`src/rtl/ahb_mem_arbiter_if.sv`:
```
// Bundle of both requester ports and the shared AHB-Lite manager bus.
// The master modport is the arbiter side; slave is the pipeline/subordinate side.
interface ahb_mem_arbiter_if #(
    parameter int unsigned ADDR_WIDTH = 32,
    parameter int unsigned DATA_WIDTH = 32
);
    logic                  m0_req_valid;
    logic                  m0_req_write;
    logic [ADDR_WIDTH-1:0] m0_req_addr;
    logic [DATA_WIDTH-1:0] m0_req_wdata;
    logic [2:0]            m0_req_size;
    logic                  m0_req_unsign;
    logic                  m0_req_ready;
    logic                  m0_resp_valid;
    logic [DATA_WIDTH-1:0] m0_resp_rdata;
    logic                  m0_resp_err;

    logic                  m1_req_valid;
    logic                  m1_req_write;
    logic [ADDR_WIDTH-1:0] m1_req_addr;
    logic [DATA_WIDTH-1:0] m1_req_wdata;
    logic [2:0]            m1_req_size;
    logic                  m1_req_unsign;
    logic                  m1_req_ready;
    logic                  m1_resp_valid;
    logic [DATA_WIDTH-1:0] m1_resp_rdata;
    logic                  m1_resp_err;

    logic [ADDR_WIDTH-1:0] HADDR;
    logic [1:0]            HTRANS;
    logic                  HWRITE;
    logic [2:0]            HSIZE;
    logic [2:0]            HBURST;
    logic [3:0]            HPROT;
    logic [DATA_WIDTH-1:0] HWDATA;
    logic [DATA_WIDTH-1:0] HRDATA;
    logic                  HREADY;
    logic                  HRESP;
    logic                  sub_unsign_o;

    modport master (
        input  m0_req_valid, m0_req_write, m0_req_addr, m0_req_wdata, m0_req_size, m0_req_unsign,
        output m0_req_ready, m0_resp_valid, m0_resp_rdata, m0_resp_err,
        input  m1_req_valid, m1_req_write, m1_req_addr, m1_req_wdata, m1_req_size, m1_req_unsign,
        output m1_req_ready, m1_resp_valid, m1_resp_rdata, m1_resp_err,
        output HADDR, HTRANS, HWRITE, HSIZE, HBURST, HPROT, HWDATA, sub_unsign_o,
        input  HRDATA, HREADY, HRESP
    );

    modport slave (
        output m0_req_valid, m0_req_write, m0_req_addr, m0_req_wdata, m0_req_size, m0_req_unsign,
        input  m0_req_ready, m0_resp_valid, m0_resp_rdata, m0_resp_err,
        output m1_req_valid, m1_req_write, m1_req_addr, m1_req_wdata, m1_req_size, m1_req_unsign,
        input  m1_req_ready, m1_resp_valid, m1_resp_rdata, m1_resp_err,
        input  HADDR, HTRANS, HWRITE, HSIZE, HBURST, HPROT, HWDATA, sub_unsign_o,
        output HRDATA, HREADY, HRESP
    );
endinterface

```
`src/rtl/ahb_mem_arbiter.sv`:
```
// Two-requester AHB-Lite arbiter: grants one single transfer at a time,
// sequences address/data phases, and returns a registered response.
module ahb_mem_arbiter #(
    parameter int unsigned ADDR_WIDTH = 32,
    parameter int unsigned DATA_WIDTH = 32,
    parameter bit          FIXED_PRIO = 1'b0
) (
    input  logic              clk_i,
    input  logic              rst_i,
    ahb_mem_arbiter_if.master bus
);
    typedef enum logic [1:0] {ST_IDLE, ST_ADDR, ST_DATA, ST_ERR1} state_e;

    localparam logic [1:0] HTRANS_IDLE   = 2'b00;
    localparam logic [1:0] HTRANS_NONSEQ = 2'b10;

    state_e                state_q, state_d;
    logic                  last_q, last_d;     // 1: m1 won the most recent grant
    logic                  owner_q, owner_d;
    logic [DATA_WIDTH-1:0] wdata_q, wdata_d;
    logic [1:0]            htrans_q, htrans_d;
    logic [ADDR_WIDTH-1:0] haddr_q, haddr_d;
    logic                  hwrite_q, hwrite_d;
    logic [2:0]            hsize_q, hsize_d;
    logic [3:0]            hprot_q, hprot_d;
    logic [DATA_WIDTH-1:0] hwdata_q, hwdata_d;
    logic                  sub_unsign_q, sub_unsign_d;
    logic [1:0]            resp_valid_q, resp_valid_d;
    logic [DATA_WIDTH-1:0] resp_rdata_q, resp_rdata_d;
    logic                  resp_err_q, resp_err_d;

    logic                  grant0, grant1, grant_any, misaligned;
    logic                  sel_write, sel_unsign;
    logic [ADDR_WIDTH-1:0] sel_addr;
    logic [DATA_WIDTH-1:0] sel_wdata;
    logic [2:0]            sel_size;

    // Ready is combinational; it is held low while reset is asserted.
    always_comb begin
        grant0 = 1'b0;
        grant1 = 1'b0;
        if ((state_q == ST_IDLE) && !rst_i) begin
            grant0 = bus.m0_req_valid && (!bus.m1_req_valid || FIXED_PRIO || last_q);
            grant1 = bus.m1_req_valid && !grant0;
        end
        grant_any  = grant0 || grant1;
        sel_write  = grant1 ? bus.m1_req_write  : bus.m0_req_write;
        sel_addr   = grant1 ? bus.m1_req_addr   : bus.m0_req_addr;
        sel_wdata  = grant1 ? bus.m1_req_wdata  : bus.m0_req_wdata;
        sel_size   = grant1 ? bus.m1_req_size   : bus.m0_req_size;
        sel_unsign = grant1 ? bus.m1_req_unsign : bus.m0_req_unsign;
        misaligned = ((sel_size == 3'd1) && sel_addr[0]) ||
                     ((sel_size == 3'd2) && (sel_addr[1:0] != 2'b00));
    end

    always_comb begin
        state_d      = state_q;
        last_d       = last_q;
        owner_d      = owner_q;
        wdata_d      = wdata_q;
        htrans_d     = htrans_q;
        haddr_d      = haddr_q;
        hwrite_d     = hwrite_q;
        hsize_d      = hsize_q;
        hprot_d      = hprot_q;
        hwdata_d     = hwdata_q;
        sub_unsign_d = sub_unsign_q;
        resp_valid_d = '0;
        resp_rdata_d = resp_rdata_q;
        resp_err_d   = resp_err_q;

        unique case (state_q)
            ST_IDLE: begin
                if (grant_any) begin
                    last_d  = grant1;
                    owner_d = grant1;
                    wdata_d = sel_wdata;
                    if (misaligned) begin
                        // Rejected without touching the bus; error returns next cycle.
                        resp_valid_d[grant1] = 1'b1;
                        resp_rdata_d         = '0;
                        resp_err_d           = 1'b1;
                    end else begin
                        state_d      = ST_ADDR;
                        htrans_d     = HTRANS_NONSEQ;
                        haddr_d      = sel_addr;
                        hwrite_d     = sel_write;
                        hsize_d      = sel_size;
                        hprot_d      = grant1 ? 4'b0010 : 4'b0011;
                        sub_unsign_d = sel_unsign;
                    end
                end
            end
            ST_ADDR: begin
                if (bus.HREADY) begin
                    state_d  = ST_DATA;
                    htrans_d = HTRANS_IDLE;
                    hwdata_d = wdata_q;
                end
            end
            ST_DATA: begin
                if (bus.HRESP) begin
                    if (bus.HREADY) begin
                        state_d               = ST_IDLE;
                        sub_unsign_d          = 1'b0;
                        resp_valid_d[owner_q] = 1'b1;
                        resp_rdata_d          = '0;
                        resp_err_d            = 1'b1;
                    end else begin
                        state_d = ST_ERR1;
                    end
                end else if (bus.HREADY) begin
                    state_d               = ST_IDLE;
                    sub_unsign_d          = 1'b0;
                    resp_valid_d[owner_q] = 1'b1;
                    resp_rdata_d          = hwrite_q ? '0 : bus.HRDATA;
                    resp_err_d            = 1'b0;
                end
            end
            ST_ERR1: begin
                if (bus.HREADY) begin
                    state_d               = ST_IDLE;
                    sub_unsign_d          = 1'b0;
                    resp_valid_d[owner_q] = 1'b1;
                    resp_rdata_d          = '0;
                    resp_err_d            = 1'b1;
                end
            end
            default: state_d = ST_IDLE;
        endcase
    end

    always_ff @(posedge clk_i or posedge rst_i) begin
        if (rst_i) begin
            state_q      <= ST_IDLE;
            last_q       <= 1'b1;
            owner_q      <= 1'b0;
            wdata_q      <= '0;
            htrans_q     <= HTRANS_IDLE;
            haddr_q      <= '0;
            hwrite_q     <= 1'b0;
            hsize_q      <= '0;
            hprot_q      <= '0;
            hwdata_q     <= '0;
            sub_unsign_q <= 1'b0;
            resp_valid_q <= '0;
            resp_rdata_q <= '0;
            resp_err_q   <= 1'b0;
        end else begin
            state_q      <= state_d;
            last_q       <= last_d;
            owner_q      <= owner_d;
            wdata_q      <= wdata_d;
            htrans_q     <= htrans_d;
            haddr_q      <= haddr_d;
            hwrite_q     <= hwrite_d;
            hsize_q      <= hsize_d;
            hprot_q      <= hprot_d;
            hwdata_q     <= hwdata_d;
            sub_unsign_q <= sub_unsign_d;
            resp_valid_q <= resp_valid_d;
            resp_rdata_q <= resp_rdata_d;
            resp_err_q   <= resp_err_d;
        end
    end

    assign bus.m0_req_ready  = grant0;
    assign bus.m1_req_ready  = grant1;
    assign bus.m0_resp_valid = resp_valid_q[0];
    assign bus.m1_resp_valid = resp_valid_q[1];
    assign bus.m0_resp_rdata = resp_rdata_q;
    assign bus.m1_resp_rdata = resp_rdata_q;
    assign bus.m0_resp_err   = resp_err_q;
    assign bus.m1_resp_err   = resp_err_q;
    assign bus.HTRANS        = htrans_q;
    assign bus.HADDR         = haddr_q;
    assign bus.HWRITE        = hwrite_q;
    assign bus.HSIZE         = hsize_q;
    assign bus.HBURST        = 3'b000;
    assign bus.HPROT         = hprot_q;
    assign bus.HWDATA        = hwdata_q;
    assign bus.sub_unsign_o  = sub_unsign_q;
endmodule

```
`src/flat_wrapper.sv`:
```
// flat-port wrapper written by rule: the top's interface ports become plain ports
module ahb_mem_arbiter_flat 
#(
    parameter int unsigned ADDR_WIDTH = 32,
    parameter int unsigned DATA_WIDTH = 32,
    parameter bit          FIXED_PRIO = 1'b0
)
  (clk_i, rst_i, bus_m0_req_valid, bus_m0_req_write, bus_m0_req_addr, bus_m0_req_wdata, bus_m0_req_size, bus_m0_req_unsign, bus_m0_req_ready, bus_m0_resp_valid, bus_m0_resp_rdata, bus_m0_resp_err, bus_m1_req_valid, bus_m1_req_write, bus_m1_req_addr, bus_m1_req_wdata, bus_m1_req_size, bus_m1_req_unsign, bus_m1_req_ready, bus_m1_resp_valid, bus_m1_resp_rdata, bus_m1_resp_err, bus_HADDR, bus_HTRANS, bus_HWRITE, bus_HSIZE, bus_HBURST, bus_HPROT, bus_HWDATA, bus_sub_unsign_o, bus_HRDATA, bus_HREADY, bus_HRESP);
  ahb_mem_arbiter_if #(.ADDR_WIDTH(ADDR_WIDTH), .DATA_WIDTH(DATA_WIDTH)) bus_i ();
  input  logic clk_i;
  input  logic rst_i;
  input wire logic [$bits(bus_i.m0_req_valid)-1:0] bus_m0_req_valid;
  input wire logic [$bits(bus_i.m0_req_write)-1:0] bus_m0_req_write;
  input wire logic [$bits(bus_i.m0_req_addr)-1:0] bus_m0_req_addr;
  input wire logic [$bits(bus_i.m0_req_wdata)-1:0] bus_m0_req_wdata;
  input wire logic [$bits(bus_i.m0_req_size)-1:0] bus_m0_req_size;
  input wire logic [$bits(bus_i.m0_req_unsign)-1:0] bus_m0_req_unsign;
  output wire logic [$bits(bus_i.m0_req_ready)-1:0] bus_m0_req_ready;
  output wire logic [$bits(bus_i.m0_resp_valid)-1:0] bus_m0_resp_valid;
  output wire logic [$bits(bus_i.m0_resp_rdata)-1:0] bus_m0_resp_rdata;
  output wire logic [$bits(bus_i.m0_resp_err)-1:0] bus_m0_resp_err;
  input wire logic [$bits(bus_i.m1_req_valid)-1:0] bus_m1_req_valid;
  input wire logic [$bits(bus_i.m1_req_write)-1:0] bus_m1_req_write;
  input wire logic [$bits(bus_i.m1_req_addr)-1:0] bus_m1_req_addr;
  input wire logic [$bits(bus_i.m1_req_wdata)-1:0] bus_m1_req_wdata;
  input wire logic [$bits(bus_i.m1_req_size)-1:0] bus_m1_req_size;
  input wire logic [$bits(bus_i.m1_req_unsign)-1:0] bus_m1_req_unsign;
  output wire logic [$bits(bus_i.m1_req_ready)-1:0] bus_m1_req_ready;
  output wire logic [$bits(bus_i.m1_resp_valid)-1:0] bus_m1_resp_valid;
  output wire logic [$bits(bus_i.m1_resp_rdata)-1:0] bus_m1_resp_rdata;
  output wire logic [$bits(bus_i.m1_resp_err)-1:0] bus_m1_resp_err;
  output wire logic [$bits(bus_i.HADDR)-1:0] bus_HADDR;
  output wire logic [$bits(bus_i.HTRANS)-1:0] bus_HTRANS;
  output wire logic [$bits(bus_i.HWRITE)-1:0] bus_HWRITE;
  output wire logic [$bits(bus_i.HSIZE)-1:0] bus_HSIZE;
  output wire logic [$bits(bus_i.HBURST)-1:0] bus_HBURST;
  output wire logic [$bits(bus_i.HPROT)-1:0] bus_HPROT;
  output wire logic [$bits(bus_i.HWDATA)-1:0] bus_HWDATA;
  output wire logic [$bits(bus_i.sub_unsign_o)-1:0] bus_sub_unsign_o;
  input wire logic [$bits(bus_i.HRDATA)-1:0] bus_HRDATA;
  input wire logic [$bits(bus_i.HREADY)-1:0] bus_HREADY;
  input wire logic [$bits(bus_i.HRESP)-1:0] bus_HRESP;
  assign bus_i.m0_req_valid = bus_m0_req_valid;
  assign bus_i.m0_req_write = bus_m0_req_write;
  assign bus_i.m0_req_addr = bus_m0_req_addr;
  assign bus_i.m0_req_wdata = bus_m0_req_wdata;
  assign bus_i.m0_req_size = bus_m0_req_size;
  assign bus_i.m0_req_unsign = bus_m0_req_unsign;
  assign bus_m0_req_ready = bus_i.m0_req_ready;
  assign bus_m0_resp_valid = bus_i.m0_resp_valid;
  assign bus_m0_resp_rdata = bus_i.m0_resp_rdata;
  assign bus_m0_resp_err = bus_i.m0_resp_err;
  assign bus_i.m1_req_valid = bus_m1_req_valid;
  assign bus_i.m1_req_write = bus_m1_req_write;
  assign bus_i.m1_req_addr = bus_m1_req_addr;
  assign bus_i.m1_req_wdata = bus_m1_req_wdata;
  assign bus_i.m1_req_size = bus_m1_req_size;
  assign bus_i.m1_req_unsign = bus_m1_req_unsign;
  assign bus_m1_req_ready = bus_i.m1_req_ready;
  assign bus_m1_resp_valid = bus_i.m1_resp_valid;
  assign bus_m1_resp_rdata = bus_i.m1_resp_rdata;
  assign bus_m1_resp_err = bus_i.m1_resp_err;
  assign bus_HADDR = bus_i.HADDR;
  assign bus_HTRANS = bus_i.HTRANS;
  assign bus_HWRITE = bus_i.HWRITE;
  assign bus_HSIZE = bus_i.HSIZE;
  assign bus_HBURST = bus_i.HBURST;
  assign bus_HPROT = bus_i.HPROT;
  assign bus_HWDATA = bus_i.HWDATA;
  assign bus_sub_unsign_o = bus_i.sub_unsign_o;
  assign bus_i.HRDATA = bus_HRDATA;
  assign bus_i.HREADY = bus_HREADY;
  assign bus_i.HRESP = bus_HRESP;
  ahb_mem_arbiter #(.ADDR_WIDTH(ADDR_WIDTH), .DATA_WIDTH(DATA_WIDTH), .FIXED_PRIO(FIXED_PRIO)) u_core (.clk_i(clk_i), .rst_i(rst_i), .bus(bus_i));
endmodule
```
`config.mk`:
```
export PLATFORM = sky130hd
export DESIGN_NAME = ahb_mem_arbiter_flat
export DESIGN_NICKNAME = d
export VERILOG_FILES = /design/src/rtl/ahb_mem_arbiter_if.sv /design/src/rtl/ahb_mem_arbiter.sv /design/src/flat_wrapper.sv
export SDC_FILE = /design/constraint.sdc
export NUM_CORES = 1
export LEC_CHECK = 0
export BUFFER_PORTS_ARGS = -buffer_cell sky130_fd_sc_hd__buf_2
export CAP_MARGIN = 20
export CORE_AREA = 2 2 140 142
export CTS_CLUSTER_SIZE = 20
export DETAILED_ROUTE_END_ITERATION = 6
export DIE_AREA = 0 0 142 144
export GPL_TIMING_DRIVEN = 0
export SLEW_MARGIN = 20
export SYNTH_ARGS = -nofsm -noshare
export SYNTH_HDL_FRONTEND = slang
export SYNTH_SLANG_ARGS = --single-unit
```
`constraint.sdc`:
```
create_clock -name clk_i -period 6.95 [get_ports clk_i]
set_clock_uncertainty 0.1 [all_clocks]
set_input_delay 0.3475 -clock clk_i [delete_from_list [all_inputs] [get_ports clk_i]]
set_output_delay 0.3475 -clock clk_i [all_outputs]
set_load 0.02 [all_outputs]
```
==> results.json, run 1 <==
{
  "dieArea_mm2": 0.0204,
  "final.setup.tns_ns": 0,
  "drv_slew": 0,
  "maxCapViolCount": 0,
  "drt_wl_total_um": 19600,
  "met1_length_um": 8310,
  "crit_chain": "dlygate4sd3_1 -> buf_2 -> nor3_4 -> nand3_4 -> clkinv_2 -> clkbuf_1 -> nor2_1 -> buf_2",
  "clkSinkCount": 143,
  "cts_resized": 0,
  "crit_fanout": 10,
  "hp-class": "in -> reg",
  "drt_iter0_markers": 180,
  "vias_per_cell": 4.67,
  "holdWs_ns": 0.0478,
  "switchingPower_mw": 1.53,
  "crit_type": "in -> out",
  "synth_warnings": 0,
  "avgSynthCellArea_um2": 10.9,
  "outcome": "finished, final reports clean",
  "area_growth_pct": 39.7,
  "start_util_pct": 34.1,
  "netlist_instances": 597,
  "slowest_stage": "dlygate4sd3_1",
  "vias": 5574,
  "cts_buffers": 17,
  "insertion_delay_ns": 0.41,
  "routabilityCongestion": 0.761,
  "tightest_slew_ns": 0.818,
  "synth_flop_cell": "dfrtp_1",
  "async_flop_share_pct": 100,
  "power.internal_mw": 2.53,
  "cpLargestDelayFamily": "buffers and inverters",
  "antenna_found_initial": 2,
  "syn-cell-area_mm2": 0.00650,
  "rrSetupSlack_ns": 4.60,
  "start_kind": "input port",
  "drc": 0,
  "pwr-share-seq_pct": 35.1,
  "hold_viol_final": 0,
  "pwr-share-comb_pct": 41.1,
  "synth_edf_count": 0,
  "clock_path_buffers": 2,
  "dp_hpwl_um": 14600,
  "numPortBuffers": 317,
  "rows": 51,
  "fin_area_mm2": 0.00908,
  "drt.antenna.violating_nets": 0,
  "drive_gt1_share_pct": 50.1,
  "post-route-util_pct": 47.6,
  "crit_path_frequent_cell": "buf_2",
  "met2_length_um": 9750,
  "fillCellCount": 1817,
  "rsz0062_at_grt": "no",
  "power_frac_clock_pct": 23.8,
  "grt_pass1_wl_um": 29900,
  "ys_seq_area_share_pct": 55.1,
  "fin_crit_ns": 3.09,
  "core_mm2": 0.0191,
  "grt_max_degree": 98,
  "cts_tree": "built",
  "crit_buf_inv": 5,
  "regArea_mm2": 0.00358,
  "cpPeakStageDelay_ns": 0.54,
  "switching_share_pct": 37.7,
  "maxUsedRoutingLayer": "met5",
  "io_pins": 324,
  "peakVddDrop_mv": 0.197,
  "htreeDepth": 4,
  "cp_data_arrival_time_ns": 2.64,
  "setup_violations": 0,
  "placed_area_mm2": 0.00845,
  "yosys_register_bits": 143,
  "multi_input_area_mm2": 0.00246,
  "p_per_area_mw_per_mm2": 446,
  "wl_met3_um": 1360,
  "final.period_utilization_pct": 44.5,
  "gr-total-overflow": 0,
  "cp_data_required_time_ns": 6.50,
  "grt_pass1_vias": 5430,
  "first_pass_iters": 4,
  "clkTransAtPathRegs_ns": 0.05,
  "yosys.cell_types.count": 38,
  "wl_per_cell_um": 16.4,
  "leakage_nw": 4.82,
  "grtUsageTotal_pct": 19.3,
  "die_y_um": 144,
  "relSlewSlack_pct": 44.9,
  "clock.fmax_ghz": 0.323,
  "worstSetupEndpointType": "output port",
  "placed_cells": 1158,
  "dieWidth_um": 142,
  "finalNonFillerCells": 1193,
  "clockRootBuffer": "clkbuf_16",
  "final_nets": 1116
}
[flip-flops by register name, summed over array words and instances (netlist names)]
| name | count |
|---|---|
| u_core.bus.HADDR | 32 |
| u_core.bus.HPROT | 2 |
| u_core.bus.HSIZE | 3 |
| u_core.bus.HTRANS | 1 |
| u_core.bus.HWDATA | 32 |
| u_core.bus.HWRITE | 1 |
| u_core.bus.m0_resp_err | 1 |
| u_core.bus.m0_resp_rdata | 32 |
| u_core.bus.sub_unsign_o | 1 |
| u_core.last_q | 1 |
| u_core.owner_q | 1 |
| u_core.resp_valid_q | 2 |
| u_core.state_q | 2 |
| u_core.wdata_q | 32 |
[synthesized netlist by cell type (2+ instances only)]
cell type / count / share of area (%)
a31oi_1: 34 / 3.3
o21ai_0: 4 / 0.31
mux2_2: 32 / 5.5
a22o_1: 32 / 4.3
buf_6: 4 / 0.69
clkbuf_1: 19 / 1.1
nor2_1: 34 / 2.0
dfrtp_1: 142 / 55
buf_4: 42 / 4.8
a21oi_1: 4 / 0.31
nand2_1: 176 / 10
xor2_1: 2 / 0.27
mux2i_1: 2 / 0.31
o2bb2ai_1: 2 / 0.27
buf_2: 4 / 0.31
mux2_4: 36 / 8.3
buf_1: 4 / 0.23
inv_1: 4 / 0.23
[cell usage in the layout, fill, tap and decap left out, drive strengths merged, types with 2 or more instances in the layout]
cell and n:
mux2i 2, dfrtp 142, a31oi 34, clkinv 2
nand2 176, conb 6, mux2 68, diode 2
buf 372, xor2 2, nand3 2, a22o 32
clkbuf 38, inv 10, clkinvlp 3, o2bb2ai 2
o21ai 4, o22ai 2, nor2 35, bufinv 3
a21oi 5
[kinds of logic (layout without fill, tap and decap cells)]
group,count (synthesis),after routing,share of synthesized area [%]
AOI/OAI and AO/OA,83,83,9.37
other,1,8,0.0577
buffers and inverters,78,429,7.48
muxes,70,70,14.2
xor gates and xnor gates,2,2,0.269
DFF,143,143,55.1
and+or+nand+nor,220,220,13.6
[metrics by stage]
stage / power [mW] / setup WS [ns]
2_1_floorplan: 2.53 / 2.67
3_3_place_gp: 3.10 / 0.681
3_5_place_dp: 3.12 / 4.33
4_1_cts: 4.11 / 3.78
5_1_grt: 4.30 / 3.71
6_report: 4.05 / 3.86
[routing by layer]
layer | GRT usage [%] | up-vias
met1 | 23.5 | 2648
met3 | 6.13 | 17
met2 | 33.0 | 240
met4 | 5.74 | 2
met5 | 0 | -
li1 | - | 2667
[worst register-to-register path, cell delays in order, from the launching register on]
cell	delay, ns
dfrtp_1	0.47
nor3_4	0.33
nand3_4	0.19
clkinv_2	0.20
clkbuf_1	0.51
o21ai_0	0.16
mux2_4	0.28
[repair_timing]
item                                    CTS  global route
endpoints found under the setup margin    0             0
buffers inserted                          0             0
hold buffers                              1             0
endpoints found under the hold margin    46             0
[final timing paths]
check / endpoint / start / cells past startpoint
max: bus_m0_req_ready / rst_i / 8
min: u_core.last_q / bus_m0_req_valid / 2
max reg2reg: u_core.bus.HSIZE[2] / u_core.state_q[1] / 6
min reg2reg: u_core.bus.HTRANS[1] / u_core.bus.HTRANS[1] / 1
max in group asynchronous: u_core.wdata_q[18] / rst_i / 4
min in group asynchronous: u_core.bus.HADDR[30] / rst_i / 3
[power by group through the flow]
stage | Combinational (mW) | Sequential, mW | Clock (mW)
after floorplan | 0.793 | 1.74 | 0
after global placement | 1.68 | 1.43 | 0
after detailed placement | 1.69 | 1.43 | 0
after CTS | 1.69 | 1.42 | 0.988
after global routing | 1.80 | 1.47 | 1.03
final | 1.67 | 1.42 | 0.963
[cell type report]
cell class	instances	area share, %
sequential	143	39.4
tap	238	3.28
multi-input combinational	381	27.1
clock inverter	13	1.94
buffer	73	5.14
clock buffer	19	4.88
antenna	2	0.0551
timing repair buffer	319	17.9
inverter	5	0.303
Note: power is estimated with default switching activity, not from simulation.
==> run 2: changes to the inputs <==
--- a/config.mk
+++ b/config.mk
@@ -12,6 +12,7 @@
 export DETAILED_ROUTE_END_ITERATION = 6
 export DIE_AREA = 0 0 142 144
 export GPL_TIMING_DRIVEN = 0
+export PLACE_DENSITY = 0.65
 export SLEW_MARGIN = 20
 export SYNTH_ARGS = -nofsm -noshare
 export SYNTH_HDL_FRONTEND = slang
==> constraint.sdc (replaced) <==
create_clock -name clk_i -period 2.55 [get_ports clk_i]
set_clock_uncertainty 0.1 [all_clocks]
set_input_delay 0.1275 -clock clk_i [delete_from_list [all_inputs] [get_ports clk_i]]
set_output_delay 0.1275 -clock clk_i [all_outputs]
set_load 0.02 [all_outputs]
==> run 2 against run 1 <==
Net effect: worst setup slack worse by 3.7 ns; non-clock buffer count is 173 higher; sequential share of layout area is 6.2 points lower; utilization is 9.0 points higher; flip-flop and latch count stayed put; via count is 16% higher; clock-buffer cell count stayed put; combinational power grew to 2.9 times the previous value; register-to-register slack worse by 4.5 ns; die area stayed put; worst hold slack worse by 0.030 ns; clock power grew to 2.5 times the previous value; largest cell class is now non-clock buffers.
==> results.json, run 2 (synthesis gave the netlist of run 1 again) <==
{
  "cts_tree": "built",
  "pwr-share-comb_pct": 43.3,
  "clockRootBuffer": "clkbuf_16",
  "power.internal_mw": 6.89,
  "first_pass_iters": 5,
  "switchingPower_mw": 4.30,
  "routabilityCongestion": 0.801,
  "crit_fanout": 6,
  "peakVddDrop_mv": 0.539,
  "layout_commonest_cell": "buf_2",
  "start_util_pct": 34.1,
  "slowest_stage": "dlygate4sd3_1",
  "grtUsageTotal_pct": 21.9,
  "dieArea_mm2": 0.0204,
  "vias": 6438,
  "maxCapViolCount": 0,
  "htreeDepth": 4,
  "grt_pass1_wl_um": 34300,
  "worstSetupEndpointType": "flip-flop",
  "setup_violations": 0,
  "clock_path_buffers": 2,
  "relSlewSlack_pct": 44.0,
  "cp_data_required_time_ns": 2.80,
  "dp_hpwl_um": 14900,
  "switching_share_pct": 38.4,
  "final.period_utilization_pct": 95.7,
  "outcome": "finished, final reports clean",
  "drc": 0,
  "holdWs_ns": 0.0179,
  "vias_per_cell": 4.72,
  "insertion_delay_ns": 0.41,
  "grt_pass1_vias": 6659,
  "power_frac_clock_pct": 21.8,
  "final_nets": 1289,
  "post-route-util_pct": 56.6,
  "regArea_mm2": 0.00358,
  "crit_chain": "nor3_4 -> nand4b_1 -> dlygate4sd3_1 -> o2bb2ai_1 -> dlygate4sd3_1",
  "io_pins": 324,
  "wl_per_cell_um": 16.7,
  "area_growth_pct": 65.9,
  "core_mm2": 0.0191,
  "clock.fmax_ghz": 0.410,
  "start_kind": "flip-flop",
  "cts_buffers": 17,
  "die_y_um": 144,
  "placed_area_mm2": 0.00850,
  "clkTransAtPathRegs_ns": 0.07,
  "cts_setup_buffers": 0,
  "drt_iter0_markers": 253,
  "grt_max_degree": 34,
  "final.setup.tns_ns": 0,
  "multi_input_area_mm2": 0.00246,
  "p_per_area_mw_per_mm2": 1040,
  "crit_path_frequent_cell": "dlygate4sd3_1",
  "drt.antenna.violating_nets": 0,
  "clkSinkCount": 143,
  "hp-class": "in -> reg",
  "final_cell_mix": "buf_2 (321), nand2_1 (176), dlygate4sd3_1 (171)",
  "pwr-share-seq_pct": 34.9,
  "fillCellCount": 1569,
  "cp_data_arrival_time_ns": 2.69,
  "dieWidth_um": 142,
  "antenna_found_initial": 1,
  "drive_gt1_share_pct": 42.9,
  "fin_crit_ns": 2.44,
  "numPortBuffers": 317,
  "drt_wl_total_um": 22900,
  "drv_slew": 0,
  "gr-total-overflow": 0,
  "rsz0062_at_grt": "no",
  "rows": 51,
  "hold_viol_final": 0,
  "crit_type": "reg -> reg",
  "cpPeakStageDelay_ns": 0.59,
  "fin_area_mm2": 0.0108,
  "leakage_nw": 5.54,
  "power.total_mw": 11.2,
  "tightest_slew_ns": 0.831
}
-- run 2: path summary, 6_finish.rpt --
kind,start,end,slack [ns],cells after the start
max in group asynchronous,rst_i,u_core.wdata_q[13],1.27,5
min in group asynchronous,rst_i,u_core.bus.HSIZE[2],0.29,3
worst min register to register,u_core.bus.HPROT[1],u_core.bus.HPROT[1],0.37,1
worst max-delay path,u_core.state_q[0],u_core.resp_valid_q[1],0.11,5
worst min-delay path,bus_m0_req_size[1],u_core.bus.HSIZE[1],0.02,4
worst max register to register,u_core.state_q[0],u_core.resp_valid_q[1],0.11,5
-- run 2: final cells by class --
cell class,count,share of cell area (%)
flip-flops and latches,143,33.2
repair buffers,492,31.3
multi-input cells,381,22.8
plain buffers,73,4.38
clock buffers,19,4.10
well taps,238,2.76
clock inverters,13,1.21
inverters,5,0.232
diodes,1,0.0232
-- run 2: per-layer routing --
| layer | up-vias | routed length, um | global-route usage [%] |
|---|---|---|---|
| met4 | 0 | 681 | 9.63 |
| met3 | 39 | 1530 | 5.53 |
| li1 | 3015 | - | - |
| met5 | - | 0 | 0 |
| met2 | 316 | 11300 | 38.5 |
| met1 | 3068 | 9300 | 25.4 |
-- run 2: stage by stage --
step                      worst slack [ns]  std cells
after CTS                           0.0477       1364
after global placement              -0.537       1157
after global routing               0.00499       1365
after floorplan                      0.532        602
final                                0.109       1365
after detailed placement            0.0576       1161
-- run 2: worst max-delay path, delay by kind of cell, from the launching register on --
family / cells / cell delay, ns
flops: 1 / 0.46
simple gates: 2 / 0.53
buf+inv: 2 / 1.16
compound gates: 1 / 0.14
-- run 2: repair_timing --
item | CTS | global route
pin swaps | 0 | 1
hold buffers | 171 | 0
endpoints found under the setup margin | 2 | 2
gates resized for setup | 3 | 3
endpoints found under the hold margin | 124 | 0
-- run 2: power by group through the flow --
stage	Clock, mW	Combinational [mW]	Sequential, mW
after floorplan	0	2.16	4.73
after global placement	0	4.56	3.89
after detailed placement	0	4.62	3.91
after CTS	2.50	4.85	3.90
after global routing	2.58	5.19	4.03
final	2.43	4.85	3.90
==> run 3: changes to the inputs <==
--- a/config.mk
+++ b/config.mk
@@ -5,14 +5,14 @@
 export SDC_FILE = /design/constraint.sdc
 export NUM_CORES = 1
 export LEC_CHECK = 0
+export ABC_AREA = 1
 export BUFFER_PORTS_ARGS = -buffer_cell sky130_fd_sc_hd__buf_2
 export CAP_MARGIN = 20
-export CORE_AREA = 2 2 140 142
+export CORE_AREA = 2 2 145 147
 export CTS_CLUSTER_SIZE = 20
 export DETAILED_ROUTE_END_ITERATION = 6
-export DIE_AREA = 0 0 142 144
+export DIE_AREA = 0 0 147 149
 export GPL_TIMING_DRIVEN = 0
-export PLACE_DENSITY = 0.65
 export SLEW_MARGIN = 20
 export SYNTH_ARGS = -nofsm -noshare
 export SYNTH_HDL_FRONTEND = slang
==> constraint.sdc (replaced) <==
create_clock -name clk_i -period 2.9 [get_ports clk_i]
set_clock_uncertainty 0.1 [all_clocks]
set_input_delay 0.145 -clock clk_i [delete_from_list [all_inputs] [get_ports clk_i]]
set_output_delay 0.145 -clock clk_i [all_outputs]
set_load 0.02 [all_outputs]
==> run 3 against run 2 <==
Net effect: worst hold slack got worse by 0.0029 ns; combinational power is 0.8% higher; non-clock buffer count fell by 18; final area is 3.0% higher; critical path type is now reg -> out.
==> results.json, run 3 <==
{
  "pre_cts_ws_ns": 0.312,
  "placed_cells": 1407,
  "synth_flop_cell": "dfrtp_1",
  "crit_buf_inv": 5,
  "synthTopCellsByArea": "dfrtp_1 (50%), nand2_1 (13%), inv_1 (4.7%)",
  "crit_chain": "inv_2 -> nand2_4 -> nor2_8 -> nand2_8 -> buf_8 -> inv_2 -> clkbuf_1 -> buf_2",
  "cp_data_required_time_ns": 2.65,
  "first_pass_iters": 6,
  "drv_slew": 0,
  "final_cell_mix": "buf_2 (330), nand2_1 (236), dfrtp_1 (142)",
  "worstSetupEndpointType": "output port",
  "gr-total-overflow": 0,
  "grt_max_degree": 34,
  "drive_gt1_share_pct": 34.3,
  "startpoint": "u_core.state_q[1]",
  "grt_pass1_vias": 7399,
  "core_mm2": 0.0206,
  "slowest_stage": "dfrtp_1",
  "peakVddDrop_mv": 0.479,
  "avgSynthCellArea_um2": 8.74,
  "crit_type": "reg -> out",
  "crit_fanout": 10,
  "hp-class": "in -> reg",
  "outcome": "finished, final reports clean",
  "netlist_top_cells_count": "nand2_1 (236), dfrtp_1 (142), inv_1 (89)",
  "setup_violations": 0,
  "cts_setup_buffers": 0,
  "holdWs_ns": 0.0150,
  "antenna_found_initial": 0,
  "holdCritStartpoint": "bus_HRDATA[28]",
  "drt.antenna.violating_nets": 0,
  "fin_area_mm2": 0.0111,
  "p_per_area_mw_per_mm2": 946,
  "cpLargestDelayFamily": "buffers and inverters",
  "ys_seq_area_share_pct": 50.8,
  "placed_area_mm2": 0.00910,
  "yosys.cell_types.count": 36,
  "vias_per_cell": 4.67,
  "vias": 7386,
  "hold_viol_final": 0,
  "post-route-util_pct": 54.1,
  "yosys_register_bits": 143,
  "netlist_instances": 806,
  "yosys.area.top_type": "dfrtp_1",
  "synth_edf_count": 0,
  "dieWidth_um": 147,
  "grtUsageTotal_pct": 22.5,
  "start_util_pct": 34.2,
  "die_y_um": 149,
  "numPortBuffers": 316,
  "power.total_mw": 10.5,
  "layout_commonest_cell": "buf_2",
  "rsz0062_at_grt": "no",
  "cts_tree": "built",
  "cp_data_arrival_time_ns": 2.37,
  "routabilityCongestion": 0.829,
  "relSlewSlack_pct": 41.4,
  "clkTransAtPathRegs_ns": 0.06,
  "final.setup.tns_ns": 0,
  "tightest_slew_ns": 0.873,
  "drt_iter0_markers": 258,
  "dp_hpwl_um": 16800,
  "cts_buffers": 17,
  "io_pins": 324,
  "n_antenna_cell": 0,
  "synth_warnings": 0,
  "insertion_delay_ns": 0.43,
  "drt_wl_total_um": 24900,
  "crit_path_frequent_cell": "inv_2",
  "clockRootBuffer": "clkbuf_16",
  "finalNonFillerCells": 1580,
  "async_flop_share_pct": 100,
  "maxCapViolCount": 0,
  "grt_pass1_wl_um": 38800,
  "wl_per_cell_um": 15.7,
  "htreeDepth": 4,
  "clkSinkCount": 143,
  "leakage_nw": 6.01,
  "clock.fmax_ghz": 0.382,
  "synth.most_common_cell": "nand2_1",
  "area_growth_pct": 57.9,
  "synth_top_area_share_pct": 50.5,
  "syn-cell-area_mm2": 0.00704,
  "final.period_utilization_pct": 90.2,
  "fin_crit_ns": 2.61,
  "rows": 53,
  "drc": 0,
  "rr_startpoint": "u_core.state_q[1]",
  "start_kind": "flip-flop",
  "cpPeakStageDelay_ns": 0.44,
  "final_nets": 1468,
  "clock_path_buffers": 2,
  "layout_setup_ws_ns": 0.285,
  "dieArea_mm2": 0.0219
}
-- run 3: cell count changes after synthesis, moves of 30 or more --
cell,change
mux2_4,-36
o21ai_0,+56
nand2_1,+60
o211ai_1,+33
mux2i_1,+30
nor2_1,-30
inv_1,+85
a22o_1,-32
o22ai_1,+31
a31oi_1,-34
nand4_1,+35
mux2_2,-31
-- run 3: kinds of logic after synthesis --
logic type      synth area share (%)
flops                           50.8
mux                             4.71
compound gates                  12.7
simple gates                    19.2
buf+inv                         12.5
other cells                   0.0533
-- run 3: timing repair --
item	in CTS	in global routing
hold buffers	141	0
endpoints found under the hold margin	98	0
gates resized for setup	0	0
-- run 3: path summary, 6_finish.rpt --
check                                          endpoint  slack (ns)  cells past startpoint
setup / recovery                       bus_m1_req_ready        0.29                      8
hold / removal             u_core.bus.m0_resp_rdata[28]        0.01                      5
setup reg to reg                     u_core.wdata_q[31]        0.29                     10
hold reg to reg                     u_core.bus.HPROT[1]        0.36                      2
max in group asynchronous          u_core.bus.HADDR[26]        1.62                      5
min in group asynchronous           u_core.bus.HADDR[7]        0.33                      3
-- run 3: area by class of cell --
cell class	instances	area (um2)
buffer	85	524
clock buffer	18	439
clock inverter	14	171
timing repair buffer	462	3100
fill	1863	9440
inverter	95	360
multi-input combinational	488	2600
tap	275	344
sequential	143	3580
-- run 3: where the power goes --
group | switching, mW | total [mW] | internal, mW
Sequential | 0.501 | 3.33 | 2.83
Clock | 0.960 | 2.29 | 1.33
Combinational | 3.11 | 4.89 | 1.78
-- run 3: tightest hold or removal path, cell delays in order --
cell     delay, ns
buf_2         0.10
nand2_1       0.05
o22ai_1       0.08
nand4_1       0.09
nand2_1       0.05
-- run 3: layer usage --
metal / up-vias / track usage, % / wire length (um)
met5: - / 0 / 0
met4: 0 / 6.01 / 397
met3: 24 / 5.78 / 1770
met2: 311 / 39.8 / 12300
met1: 3482 / 27.5 / 10400
li1: 3569 / - / -
